<file path="config.mk">
export PLATFORM = sky130hd
export DESIGN_NAME = topk_dedup
export DESIGN_NICKNAME = d
export VERILOG_FILES = /design/src/rtl/topk_dedup.sv
export SDC_FILE = /design/constraint.sdc
export NUM_CORES = 1
export LEC_CHECK = 0
export BUFFER_PORTS_ARGS = -buffer_cell sky130_fd_sc_hd__buf_2
export CAP_MARGIN = 20
export CORE_MARGIN = 4
export CORE_UTILIZATION = 50
export CTS_CLUSTER_DIAMETER = 30
export CTS_CLUSTER_SIZE = 24
export DETAILED_ROUTE_END_ITERATION = 16
export GPL_TIMING_DRIVEN = 0
export PLACE_DENSITY = 0.77
export SLEW_MARGIN = 20
export SYNTH_ARGS = -nofsm -noshare
export SYNTH_HDL_FRONTEND = slang
export SYNTH_SLANG_ARGS = --single-unit
</file>
<file path="constraint.sdc">
create_clock -name i_clk -period 6.4 [get_ports i_clk]
set_clock_uncertainty 0.15 [all_clocks]
set_input_delay 0.32 -clock i_clk [delete_from_list [all_inputs] [get_ports i_clk]]
set_output_delay 0.32 -clock i_clk [all_outputs]
set_load 0.005 [all_outputs]
</file>
<file path="src/rtl/topk_dedup.sv">
// Top-K frame duplicate filter: compares each frame's class set against recently
// accepted frames and flags frames whose overlap stays below a runtime threshold.
module topk_dedup #(
  parameter int NUM_CLASSES = 32,
  parameter int IDX_W       = 5,
  parameter int TOPK        = 3,
  parameter int HIST_DEPTH  = 2,
  parameter int CNT_W       = $clog2(TOPK + 1)
) (
  input  logic                       i_clk,
  input  logic                       i_rst_n,
  input  logic                       i_valid,
  output logic                       o_ready,
  input  logic [TOPK-1:0][IDX_W-1:0] i_tops,
  input  logic [CNT_W-1:0]           i_thresh,
  input  logic                       i_mode,
  input  logic                       i_clear,
  output logic                       o_valid,
  output logic                       o_next,
  output logic [CNT_W-1:0]           o_overlap
);

  localparam int J_W = (HIST_DEPTH > 1) ? $clog2(HIST_DEPTH) : 1;

  typedef enum logic [1:0] {IDLE, MASK, CHECK, DONE} state_t;

  state_t                     state;
  state_t                     state_nx;
  logic [TOPK-1:0][IDX_W-1:0] tops;
  logic [CNT_W-1:0]           thresh;
  logic                       mode;
  logic [NUM_CLASSES-1:0]     mask;
  logic [NUM_CLASSES-1:0]     mask_build;
  logic [NUM_CLASSES-1:0]     hist [HIST_DEPTH];
  logic [HIST_DEPTH-1:0]      hist_valid;
  logic [J_W-1:0]             j;
  logic                       clear_pend;
  logic [CNT_W-1:0]           max_ov;
  logic [CNT_W-1:0]           ov;
  logic [CNT_W-1:0]           max_nx;
  logic                       last;
  logic                       accept;
  logic                       push;
  logic                       wipe;

  assign accept = i_valid && (state == IDLE);
  assign last   = (j == J_W'(HIST_DEPTH - 1));
  assign wipe   = clear_pend || i_clear;
  assign push   = !mode || o_next;

  always_ff @(posedge i_clk) begin
    if (!i_rst_n) state <= IDLE;
    else          state <= state_nx;
  end

  always_comb begin
    state_nx = state;
    case (state)
      IDLE:    if (accept) state_nx = MASK;
      MASK:    state_nx = CHECK;
      CHECK:   if (last) state_nx = DONE;
      DONE:    state_nx = IDLE;
      default: state_nx = IDLE;
    endcase
  end

  always_comb begin
    o_ready = (state == IDLE);
    o_valid = (state == DONE);
  end

  // Scanning over class numbers means duplicates collapse and out-of-range indices never match.
  always_comb begin
    mask_build = '0;
    for (int c = 0; c < NUM_CLASSES; c++) begin
      for (int k = 0; k < TOPK; k++) begin
        if (tops[k] == IDX_W'(c)) mask_build[c] = 1'b1;
      end
    end
  end

  always_comb begin
    ov = '0;
    if (hist_valid[j]) begin
      for (int c = 0; c < NUM_CLASSES; c++) begin
        ov = ov + CNT_W'(mask[c] & hist[j][c]);
      end
    end
    max_nx = (ov > max_ov) ? ov : max_ov;
  end

  always_ff @(posedge i_clk) begin
    if (!i_rst_n) begin
      tops       <= '0;
      thresh     <= '0;
      mode       <= 1'b0;
      mask       <= '0;
      j          <= '0;
      max_ov     <= '0;
      clear_pend <= 1'b0;
      hist_valid <= '0;
      o_next     <= 1'b0;
      o_overlap  <= '0;
      for (int k = 0; k < HIST_DEPTH; k++) hist[k] <= '0;
    end else begin
      case (state)
        IDLE: begin
          if (i_clear) hist_valid <= '0;
          if (accept) begin
            tops   <= i_tops;
            thresh <= i_thresh;
            mode   <= i_mode;
          end
        end
        MASK: begin
          mask   <= mask_build;
          max_ov <= '0;
          j      <= '0;
          if (i_clear) clear_pend <= 1'b1;
        end
        CHECK: begin
          max_ov <= max_nx;
          j      <= j + 1'b1;
          if (i_clear) clear_pend <= 1'b1;
          if (last) begin
            o_overlap <= max_nx;
            o_next    <= (max_nx < thresh);
          end
        end
        DONE: begin
          // A clear seen while the frame was in flight wins over pushing that frame.
          clear_pend <= 1'b0;
          if (wipe) begin
            hist_valid <= '0;
          end else if (push) begin
            for (int k = HIST_DEPTH - 1; k > 0; k--) begin
              hist[k]       <= hist[k-1];
              hist_valid[k] <= hist_valid[k-1];
            end
            hist[0]       <= mask;
            hist_valid[0] <= 1'b1;
          end
        end
        default: ;
      endcase
    end
  end

endmodule

</file>
==> flow_summary.rst <==
.. list-table::
   :header-rows: 1

   * - Metric
     - Value
   * - Run status
     - finished clean
   * - Count of cells along the worst hold path
     - 3
   * - Max Clock Freq
     - 158.5 MHz
   * - Number of enable-type register cells in the synthesized netlist
     - 64
   * - Boundary pin count
     - 27
   * - Crit start category
     - register
   * - Most used flip-flop cell after synthesis
     - edfxtp_1
   * - Initial Utilization
     - 0.5196
   * - Total routed wirelength
     - 14950 um
   * - Number of nets in the synthesized netlist
     - 640
   * - Full die area
     - 15240 um^2
   * - Count of synthesis-stage warnings from yosys
     - 0
   * - Die Wd
     - ~120 um
   * - CTS tree
     - built
   * - Syn avg cell area
     - 11.22 um^2
   * - Post-synth design cell area
     - between 6000 and 7000 um^2
   * - Tightest slew margin relative to the limit
     - 0.4910
   * - Slew @ Worst Pin
     - roughly 0.76 ns
   * - Type of destination of the critical path
     - register
   * - Max-cap viol count
     - 0
   * - Worst reg2reg path depth
     - 23
   * - Post-Place Setup Slack
     - -0.8619 ns
   * - Drc violations
     - 0
   * - Initial antenna violation count
     - 0
   * - Via-per-instance ratio
     - ~5.6
   * - Reg-to-reg endpoint
     - max_ov[0]
   * - Arrival time reported for the critical path endpoint
     - 6.53 ns
   * - Clock Tree Root
     - clkbuf_16
   * - Count of TritonRoute iterations in the first routing pass
     - 7
   * - Worst-case clock buffer depth
     - 2
   * - All-layer global routing usage
     - 0.2113
   * - IR Drop Worst-Case VDD
     - roughly 0.26 mV
   * - Number of synthesized register bits
     - approximately 130
   * - Power Total
     - 0.003180 W
   * - Chip Height
     - ~120 um
   * - First-pass GRT wire length
     - 24310 um
   * - Power density relative to cell area
     - roughly 400 nW/um^2
   * - Avg WL per Cell
     - roughly 18 um
   * - Fraction of registers with async set or reset after synthesis
     - 0
   * - Final worst path period share
     - 0.9858
   * - Overall overflow remaining after global route
     - 0
   * - Largest net degree at the start of global routing
     - 25
   * - Most used cells in the layout excluding fill and tap cells
     - and2_2 (64), edfxtp_1 (64), nand2_1 (61), dfxtp_1 (61), o211ai_1 (34)
   * - ANT nets after route
     - 0
   * - Setup Total Neg Slack
     - 0 ns
   * - Portion of the post-synthesis area used by sequential elements
     - 0.4747
   * - Reg2Reg Setup Slack
     - about 0.091 ns
   * - Number of hold-slack violations in the final timing report
     - 0
   * - Type of the tightest min-delay check
     - input pin to register
   * - Minimum setup slack in the final design
     - 0.09117 ns
   * - Number of global-route vias before repair
     - around 4800
   * - Source-to-sink clock delay at the later pin of the worst-skew pair
     - 0.42 ns
   * - Clock slew at the register clock pins of the worst setup and hold paths
     - roughly 0.06 ns
   * - Setup-violating endpoint count in the final report
     - 0
   * - Starting DRT DRC Count
     - 452
   * - DPL Wire Length
     - 10480 um
   * - Capture endpoint of the worst hold path
     - tops[3]
   * - Standard cell core area
     - approximately 13000 um^2
   * - Htree depth
     - 4
   * - Worst EP required
     - 6.62 ns
   * - Crit Path Class
     - register to register
   * - Relative area change from synthesis to final layout
     - 21.40%
   * - Share of cells above drive strength 1
     - 0.2737
   * - Number of vias in the routed layout
     - between 4000 and 5000
   * - Number of rows in the core area
     - roughly 40
   * - Number of instances in the synthesized netlist
     - just under 600
   * - Startpoint of the lowest-slack hold path
     - i_tops[3]
   * - Port Buffers
     - 25
   * - Count of final max-slew check failures
     - 0
   * - Final weighted congestion of routability-driven global placement
     - approximately 0.91
   * - Leakage power total
     - roughly 3.2 nW
   * - CP max FO
     - 6
   * - Number of nets at the end of the flow
     - about 700
   * - Unrepaired setup endpoints after global routing
     - true
   * - Final Critical Period
     - between 6 and 7 ns
   * - Number of CTS-inserted buffers
     - 17
   * - Number of diodes
     - 0
   * - Clk sinks
     - ~130
   * - Distinct cell type count of the synthesized netlist
     - 41
==> through the flow <==
step | utilization | hold WS [ns] | std cells | area [um^2]
after CTS | 0.6256 | 0.003367 | 848 | 8023
after global routing | 0.6308 | 0.005789 | 848 | 8090
after global placement | 0.5461 | 0.3260 | 791 | 7004
final | 0.6308 | 0.01260 | 848 | 8090
after detailed placement | 0.5535 | 0.3295 | 794 | 7098
after floorplan | - | 0.2934 | 594 | 6664
==> registers in the layout, indices dropped and copies added, names as in the netlist, 2 cells and up, named ones only <==
name	cells
hist	64
mask	32
tops	15
hist_valid	2
max_ov	2
o_overlap	2
state	2
thresh	2
==> cell usage after synthesis (all sizes together) (6+ instances only) <==
cell type,n,area share
xnor2,14,0.018
nor2b,30,0.029
o22a,32,0.042
buf,14,0.016
or3b,6,0.0083
mux2,11,0.019
o211ai,34,0.038
fa,15,0.045
ha,9,0.017
nand2b,7,0.0066
o211a,33,0.050
inv,15,0.0084
clkbuf,32,0.018
nand2,62,0.035
and2,71,0.079
a21boi,18,0.020
nand3b,9,0.010
mux2i,25,0.038
dfxtp,62,0.19
edfxtp,64,0.29
==> report_power, final <==
part           leakage (nW)  switching (W)  internal [W]  total [W]
sequential             1.17       0.000111      0.000989    0.00110
clock                 0.298       0.000362      0.000602   0.000964
combinational          1.72       0.000596      0.000520    0.00112
==> final cells by class <==
cell class                      instances  area, um^2
Buffer                                 45       272.8
Clock buffer                           20       500.5
Clock inverter                         12       103.9
Fill cell                             978        4735
Inverter                               15       56.30
Multi-Input combinational cell        407        3343
Sequential cell                       126        3167
Tap cell                              172       215.2
Timing Repair Buffer                   51       431.7
==> metal layers <==
layer / up-vias / GRT usage / routed length, um
met1: 2320 / 0.2795 / 6743
li1: 2271 / - / -
met5: - / 0 / 0
met2: 119 / 0.3364 / 7235
met3: 27 / 0.05124 / 591
met4: 0 / 0.08097 / 374
==> kinds of logic (layout without fill, tap and decap cells) <==
logic type / after synthesis / in the layout / share of synthesized area
xor gates and xnor gates: 15 / 15 / 0.01972
DFF: 126 / 126 / 0.4747
buffers and inverters: 61 / 143 / 0.04224
adders and majority gates: 24 / 24 / 0.06196
muxes: 36 / 36 / 0.05614
and+or+nand+nor: 202 / 202 / 0.1831
AOI/OAI and AO/OA: 130 / 130 / 0.1622
==> worst max-delay path: stages (launching register included) <==
cell	delay, ns
dfxtp_4	0.44
buf_12	0.15
mux2i_4	0.25
nor2b_4	0.07
fa_1	0.54
inv_1	0.06
fa_1	0.53
inv_1	0.05
fa_1	0.51
fa_1	0.44
fa_1	0.54
fa_1	0.44
ha_2	0.21
xnor2_2	0.15
xnor2_2	0.16
xnor2_2	0.17
xnor2_2	0.24
nand2_2	0.11
ha_4	0.26
nand2b_4	0.14
o21ai_2	0.06
mux2_4	0.34
o22ai_2	0.11
and2_1	0.13
==> repair_timing <==
action | 4_1_cts | 5_1_grt
hold endpoints to repair | 14 | 0
gates resized for setup | 26 | 13
pin swaps | 14 | 2
setup buffers | 9 | 0
endpoints found under the setup margin | 5 | 3
hold buffers | 14 | 0
==> worst max-delay path by stage <==
stage | start | end | slack [ns] | cells after the start
CTS | register | max_ov[0] | 0.01 | 23
floorplan | register | o_overlap[0] | 0.03 | 24
global route | register | max_ov[0] | -0.05 | 23
finish | register | max_ov[0] | 0.09 | 23
global placement | state[0] | hist[0][29] | -1.59 | 3
detailed placement | register | o_overlap[0] | -0.86 | 24
(Power assumes the default switching activity.)
